## src/rtl/game_screen_sequencer.sv

```systemverilog
// Screen sequencer for a simple game: welcome -> play -> game over, with a lives counter and a restart hold-off.
// Optional pause screen is compiled in when PAUSE_SCREEN_EN is defined.
module game_screen_sequencer #(
  parameter int INIT_LIVES  = 3,
  parameter int HOLD_FRAMES = 120
) (
  input  logic       clk,
  input  logic       resetN,
  input  logic       startOfFrame,
  input  logic       startKey,
  input  logic       pauseKey,
  input  logic       playerHit,
  output logic [1:0] selector,
  output logic [2:0] lives,
  output logic       gameRunning,
  output logic       newGame
);

`ifdef PAUSE_SCREEN_EN
  typedef enum logic [1:0] {WELCOME = 2'd0, PLAY = 2'd1, GAMEOVER = 2'd2, PAUSE = 2'd3} state_t;
`else
  typedef enum logic [1:0] {WELCOME = 2'd0, PLAY = 2'd1, GAMEOVER = 2'd2} state_t;
`endif

  state_t     state_reg, state_next;
  logic [2:0] lives_reg, lives_next;
  logic [9:0] hold_reg, hold_next;
  logic       new_game_reg, new_game_next;
  logic       start_d_reg;
  logic       start_edge;

  // Key history resets to 1 so a key held through reset never looks like a press.
  assign start_edge = startKey & ~start_d_reg;

`ifdef PAUSE_SCREEN_EN
  logic pause_d_reg;
  logic pause_edge;
  assign pause_edge = pauseKey & ~pause_d_reg;

  always_ff @(posedge clk or negedge resetN) begin
    if (!resetN) pause_d_reg <= 1'b1;
    else         pause_d_reg <= pauseKey;
  end
`else
  wire unused_pausekey = pauseKey;
`endif

  always_ff @(posedge clk or negedge resetN) begin
    if (!resetN) begin
      state_reg    <= WELCOME;
      lives_reg    <= 3'd0;
      hold_reg     <= 10'd0;
      new_game_reg <= 1'b0;
      start_d_reg  <= 1'b1;
    end else begin
      state_reg    <= state_next;
      lives_reg    <= lives_next;
      hold_reg     <= hold_next;
      new_game_reg <= new_game_next;
      start_d_reg  <= startKey;
    end
  end

  always_comb begin
    state_next    = state_reg;
    lives_next    = lives_reg;
    hold_next     = hold_reg;
    new_game_next = 1'b0;
    case (state_reg)
      WELCOME: begin
        if (start_edge) begin
          state_next    = PLAY;
          lives_next    = 3'(INIT_LIVES);
          new_game_next = 1'b1;
        end
      end
      PLAY: begin
        if (playerHit) begin
          if (lives_reg > 3'd1) begin
            lives_next = lives_reg - 3'd1;
          end else begin
            state_next = GAMEOVER;
            lives_next = 3'd0;
            hold_next  = 10'(HOLD_FRAMES);
          end
        end
`ifdef PAUSE_SCREEN_EN
        // The hit is resolved first; a fatal hit beats a simultaneous pause.
        if (pause_edge && !(playerHit && lives_reg <= 3'd1))
          state_next = PAUSE;
      end
      PAUSE: begin
        if (pause_edge)
          state_next = PLAY;
`endif
      end
      GAMEOVER: begin
        if (startOfFrame && hold_reg != 10'd0)
          hold_next = hold_reg - 10'd1;
        // Presses during the hold are dropped, not remembered.
        if (start_edge && hold_reg == 10'd0)
          state_next = WELCOME;
      end
      default: state_next = WELCOME;
    endcase
  end

  assign selector    = (state_reg == GAMEOVER) ? 2'd2 :
                       (state_reg == WELCOME)  ? 2'd0 : 2'd1;
  assign gameRunning = (state_reg == PLAY);
  assign lives       = lives_reg;
  assign newGame     = new_game_reg;

endmodule
```

## config.mk

```make
export PLATFORM = sky130hd
export DESIGN_NAME = game_screen_sequencer
export DESIGN_NICKNAME = d
export VERILOG_FILES = /design/src/rtl/game_screen_sequencer.sv
export SDC_FILE = /design/constraint.sdc
export NUM_CORES = 1
export LEC_CHECK = 0
export ABC_AREA = 1
export CELL_PAD_IN_SITES_DETAIL_PLACEMENT = 0
export CELL_PAD_IN_SITES_GLOBAL_PLACEMENT = 1
export CORE_AREA = 2 2 55 57
export CTS_CLUSTER_DIAMETER = 100
export DETAILED_ROUTE_END_ITERATION = 10
export DIE_AREA = 0 0 57 59
export GPL_TIMING_DRIVEN = 0
export PLACE_DENSITY = 0.74
export SLEW_MARGIN = 15
export SYNTH_ARGS = -nofsm -noshare
export SYNTH_HDL_FRONTEND = slang
export SYNTH_SLANG_ARGS = --single-unit
```

## constraint.sdc

```tcl
create_clock -name clk -period 1.6 [get_ports clk]
set_input_delay 0.16 -clock clk [delete_from_list [all_inputs] [get_ports clk]]
set_output_delay 0.16 -clock clk [all_outputs]
set_load 0.1 [all_outputs]
```

Yosys cells after proc, flatten, opt, wreduce, memory -nomap -nowiden
Index checks and enable logic that the tools add are counted.
{ "word_totals": {"output_inout_bits": 7, "wordCells": 44, "input_bits": 6, "register_bits": 17} }
{ "op_classes": {"eq_ne": 7, "muxes": 17, "order_cmp": 1, "add_sub_neg": 2, "bitwise": 2, "n_reduce_logical": 10} }
{ "ops": {"columns": ["op", "count"], "rows": [
  ["two-way mux 10 bit", 3],
  ["one-hot mux 10 bit (2 select lines)", 1],
  ["logical NOT 10 bit", 1],
  ["two-way mux 2 bit", 5],
  ["inequality test 2 bit (second input constant)", 5],
  ["nonzero test 10 bit", 1],
  ["subtractor 10 x 1 -> 10 bit (second input constant)", 1],
  ["two-way mux 3 bit", 3],
  ["AND reduction 4 bit", 2],
  ["one-hot mux 2 bit (3 select lines)", 1],
  ["one-hot mux 3 bit (2 select lines)", 1],
  ["nonzero test 2 bit", 2],
  ["greater-than comparator 3 x 1 -> 1 bit (second input constant)", 1],
  ["two-way mux 1 bit", 3],
  ["AND reduction 3 bit", 1],
  ["subtractor 3 x 1 -> 3 bit (second input constant)", 1],
  ["== test 2 x 1 -> 1 bit (second input constant)", 1],
  ["== test 2 bit (second input constant)", 1],
  ["logical AND 1 bit", 2],
  ["logical NOT 2 bit", 1],
  ["bitwise AND 1 bit", 1],
  ["inverter 1 bit", 1]
]} }

Logic depth before layout (Yosys ltp)
Gate-level depths: netlist of the first run.
{ "logic_depth": {"ltp_word": 5, "mapped_depth": 10, "ltp_nobuf": 10} }

Least setup slack after synthesis of the first run
OpenSTA, ideal clock, no wires.
{ "synth_path": {"kind": "register to register", "startpoint": "reg lives_reg[1], in the netlist lives[1]", "endpoint": "reg hold_reg[2]", "stages_incl_launch_ff": 9, "setup_time_ns": 0.065, "setup_slack_ns": -0.165, "t_required_ns": 1.535, "period_less_slack_ns": 1.765, "arrival_ns": 1.700, "path_buffers": 0, "cell_sequence": "dfrtp_1 > nor2_1 > nand2_1 > nand2_4 > nand2_4 > nand2_4 > nand2_8 > nand2_1 > nand2_1"} }
{ "synth_between": {"elab_chain_cells": 3} }
{ "synth_lines": {"columns": ["element", "line", "rtl"], "rows": [
  ["start, declared", "26", "logic [2:0] lives_reg, lives_next;"],
  ["start signal, assigned", "57", "lives_reg <= lives_next;"],
  ["greater-than comparator 3 x 1 -> 1 bit", "79", "if (lives_reg > 3'd1) begin"],
  ["inequality test 2 bit (no source line)", null, null],
  ["AND reduction 4 bit (no source line)", null, null],
  ["end signal, assigned", "58", "hold_reg <= hold_next;"],
  ["end, declared", "27", "logic [9:0] hold_reg, hold_next;"]
]} }
No other way between the ends.
A chain may end at the register's enable or synchronous reset.

Worst setup path in the final report of the first run
{ "layout_path": {"startpoint": "reg state_reg[1]", "endpoint": "out selector[1]"} }
{ "layout_between": {"elab_chain_cells": 2} }
{ "layout_lines": {"columns": ["element", "line", "rtl"], "rows": [
  ["start, declared", "25", "state_t state_reg, state_next;"],
  ["start signal, assigned", "56", "state_reg <= state_next;"],
  ["== test 2 bit", "108", "assign selector = (state_reg == GAMEOVER) ? 2'd2 :"],
  ["two-way mux 2 bit", "108", null],
  ["end, declared", "13", "output logic [1:0] selector,"]
]} }
No other way between the ends.

==> impl_metrics.py, run 1 <==
metrics = {
    "drt": {
        "detailedRoute.firstPassIterationCount": 4,
        "routed_via_density": 4.77,
        "drt_iter0_markers": 23,
        "num_vias": 887,
        "avgRoutedWirePerCell_um": 11.3,
        "drc": 0,
        "routed_wirelength_um": 2110,
        "antenna_left": 0,
    },
    "worst_setup_path": {
        "cp-end-kind": "output port",
        "required_ns": 1.44,
        "arrival_ns": 1.32,
        "path_class": "reg2out",
        "setup.worst_path.start_class": "flop",
        "ff2ff_path_depth": 10,
        "critPathMaxFanout": 7,
    },
    "logic_synthesis": {
        "syn_avg_cell_area_um2": 7.81,
        "syn_inst": 135,
        "yosysUniqueCellTypes": 22,
        "synth_flop_cell": "dfrtp_1",
        "synth_top_cell_area_share": 0.380,
        "ys_ff_latch": 17,
        "synth.area.top_cells": "dfrtp_1 (38%), nand2_1 (12%), nand3_1 (7.6%)",
        "yosysWarnings": 0,
        "synth-async-reset-ratio": 1.00,
        "synth_top_area_cell": "dfrtp_1",
        "yosys-top-cells-count": "nand2_1 (35), inv_1 (17), dfrtp_1 (16), nand3_1 (16), nor2_1 (12)",
        "synthesis.nets": 143,
        "yosysMostFrequentCell": "nand2_1",
        "seq_area_frac_synth": 0.405,
        "synth_area_mm2": 0.00105,
        "synth_edf_count": 0,
    },
    "timing": {
        "layout_setup_ws_ns": 0.122,
        "worstMarginPinSlew_ns": 0.803,
        "slew_headroom": 0.463,
        "clock_skew_ns": 0.00611,
        "slew_viol_final": 0,
        "rsz0062_at_grt": "false",
        "timing.final.crit_share": 0.923,
        "max_clock_freq_mhz": 677,
        "setup_viol": 0,
        "period_needed_ns": 1.48,
        "finalHoldViolCount": 0,
    },
    "clock_tree": {
        "clock_latency_ns": 0.29,
        "clk_pin_slew_ns": 0.10,
        "cts_tree": "yes",
        "ctsLongestPathBuffers": 2,
        "cts_hold_buffers": 0,
        "cts_root_buffer": "clkbuf_4",
        "cts_sinks": 17,
        "cts_buffers": 3,
        "h-tree-depth": 1,
    },
    "global_routing": {
        "grt_use_total": 0.149,
        "grt_max_degree": 18,
        "antenna_found_initial": 0,
        "grt_first_pass_wirelength_um": 3930,
        "first_global_vias": 910,
        "grt-ovfl-total": 0,
    },
    "power": {
        "peakVddDrop_uv": 1300,
        "power.density_mw_per_mm2": 1760,
        "p_leak_uw": 0.000699,
    },
    "cells_and_area": {
        "drive_gt1_frac": 0.290,
        "largest_register_ff_count": 10,
        "final_net_count": 164,
        "post-route-util": 0.486,
        "design_area_mm2": 0.00132,
        "syn_to_final_growth_pct": 24.9,
        "diodes": 0,
    },
    "die": {
        "num_rows": 19,
        "die_height_um": 59,
        "start_util": 0.389,
        "dieArea_mm2": 0.00336,
        "die_w_um": 57,
        "io_pins": 13,
        "core_mm2": 0.00271,
    },
    "placed_design": {
        "port_buffers": 11,
        "gp_congestion": 0.853,
        "placed_cell_area_mm2": 0.00121,
        "place_ws_ns": -0.440,
        "dp_hpwl_um": 1520,
    },
    "run_status": {
        "outcome": "completed",
    },
    "job": {
        "cap_violations": 0,
    },
    "hold_path": {
        "hold_depth": 1,
        "hold_path.class": "in2reg",
    },
}
-- path summary, 6_finish.rpt --
check | startpoint | to | slack [ns]
max reg2reg | hold_reg[1]$_DFFE_PN0P_ | hold_reg[7]$_DFFE_PN0P_ | 0.14
min reg2reg | hold_reg[8]$_DFFE_PN0P_ | hold_reg[8]$_DFFE_PN0P_ | 0.53
min in group asynchronous | resetN | hold_reg[6]$_DFFE_PN0P_ | 0.32
max | state_reg[1]$_DFFE_PN0P_ | selector[1] | 0.12
max in group asynchronous | resetN | lives[0]$_DFFE_PN0P_ | 0.72
min | startKey | start_d_reg$_DFF_PN1_ | 0.30
-- where the power goes --
| part | internal [µW] | switching [µW] | total, µW |
|---|---|---|---|
| clock | 96.9 | 138 | 235 |
| combinational | 474 | 850 | 1320 |
| sequential | 590 | 169 | 759 |
-- worst max-delay path: stages, from the launching register on --
cell     delay [ns]
dfrtp_2        0.46
inv_2          0.06
nor2_4         0.24
buf_6          0.27
-- layout make-up --
cell class              instances  area (µm²)
plain buffers                   1        8.76
multi-input cells              99         599
clock buffers                   4        26.3
well taps                      31        38.8
inverters                      19        71.3
fillers                       270        1390
repair buffers                 15         141
flip-flops and latches         17         432
-- kinds of logic after synthesis --
logic type | after synthesis | synth area share
simple gates | 83 | 0.418
fa+ha+maj | 2 | 0.0237
buf+inv | 20 | 0.0759
xor+xnor | 4 | 0.0332
flops | 17 | 0.405
compound gates | 9 | 0.0451
-- cells in the final DEF (no fill, tap or decap) --
cell type and count:
nand2_4 4, nor2_4 2, buf_6 1, dlygate4sd1_1 1, nor2_8 1, o21ai_0 5, o21ai_1 1, inv_2 4
dfstp_2 1, nand3_2 1, a21oi_1 2, dfrtp_1 12, nor2_1 12, clkdlybuf4s50_1 4, buf_4 5, ha_4 1
xor2_1 3, nor2_2 1, nand2_1 35, xnor2_1 1, nand2_2 9, nand2_8 3, clkbuf_1 1, inv_1 15
clkbuf_4 4, nand3b_1 1, clkdlybuf4s15_2 4, o211ai_1 1, dfrtp_2 4, ha_1 1, nand3_1 15
-- stage by stage --
stage	hold slack (ns)	power, µW	instances	TNS (ns)
6_report	0.299	2320	186	0
5_1_grt	0.299	2550	186	0
4_1_cts	0.295	2190	181	0
3_5_place_dp	0.507	1940	177	-1.61
3_3_place_gp	0.496	1920	177	-1.62
2_1_floorplan	-0.136	1690	135	-0.106
-- per-layer routing --
| layer | vias to the layer above | GRT usage | wire length (µm) |
|---|---|---|---|
| li1 | 462 | - | - |
| met1 | 413 | 0.196 | 1020 |
| met2 | 10 | 0.241 | 1020 |
| met3 | 2 | 0.0218 | 55 |
| met4 | 0 | 0.0698 | 17 |
| met5 | - | 0 | 0 |
-- repair_timing --
action	in CTS	in global routing
buffers inserted	0	4
cloned	0	1
setup endpoints to repair	17	12
pin swaps	0	3
gates resized for setup	31	8
No activity file was read; power rests on OpenSTA's default activity.
==> run 2: changes to the inputs <==
HOLD_SLACK_MARGIN = 0.1   (was not set)
==> results of run 2 <==
No change in the layout: final DEF, timing and power equal those of run 1.
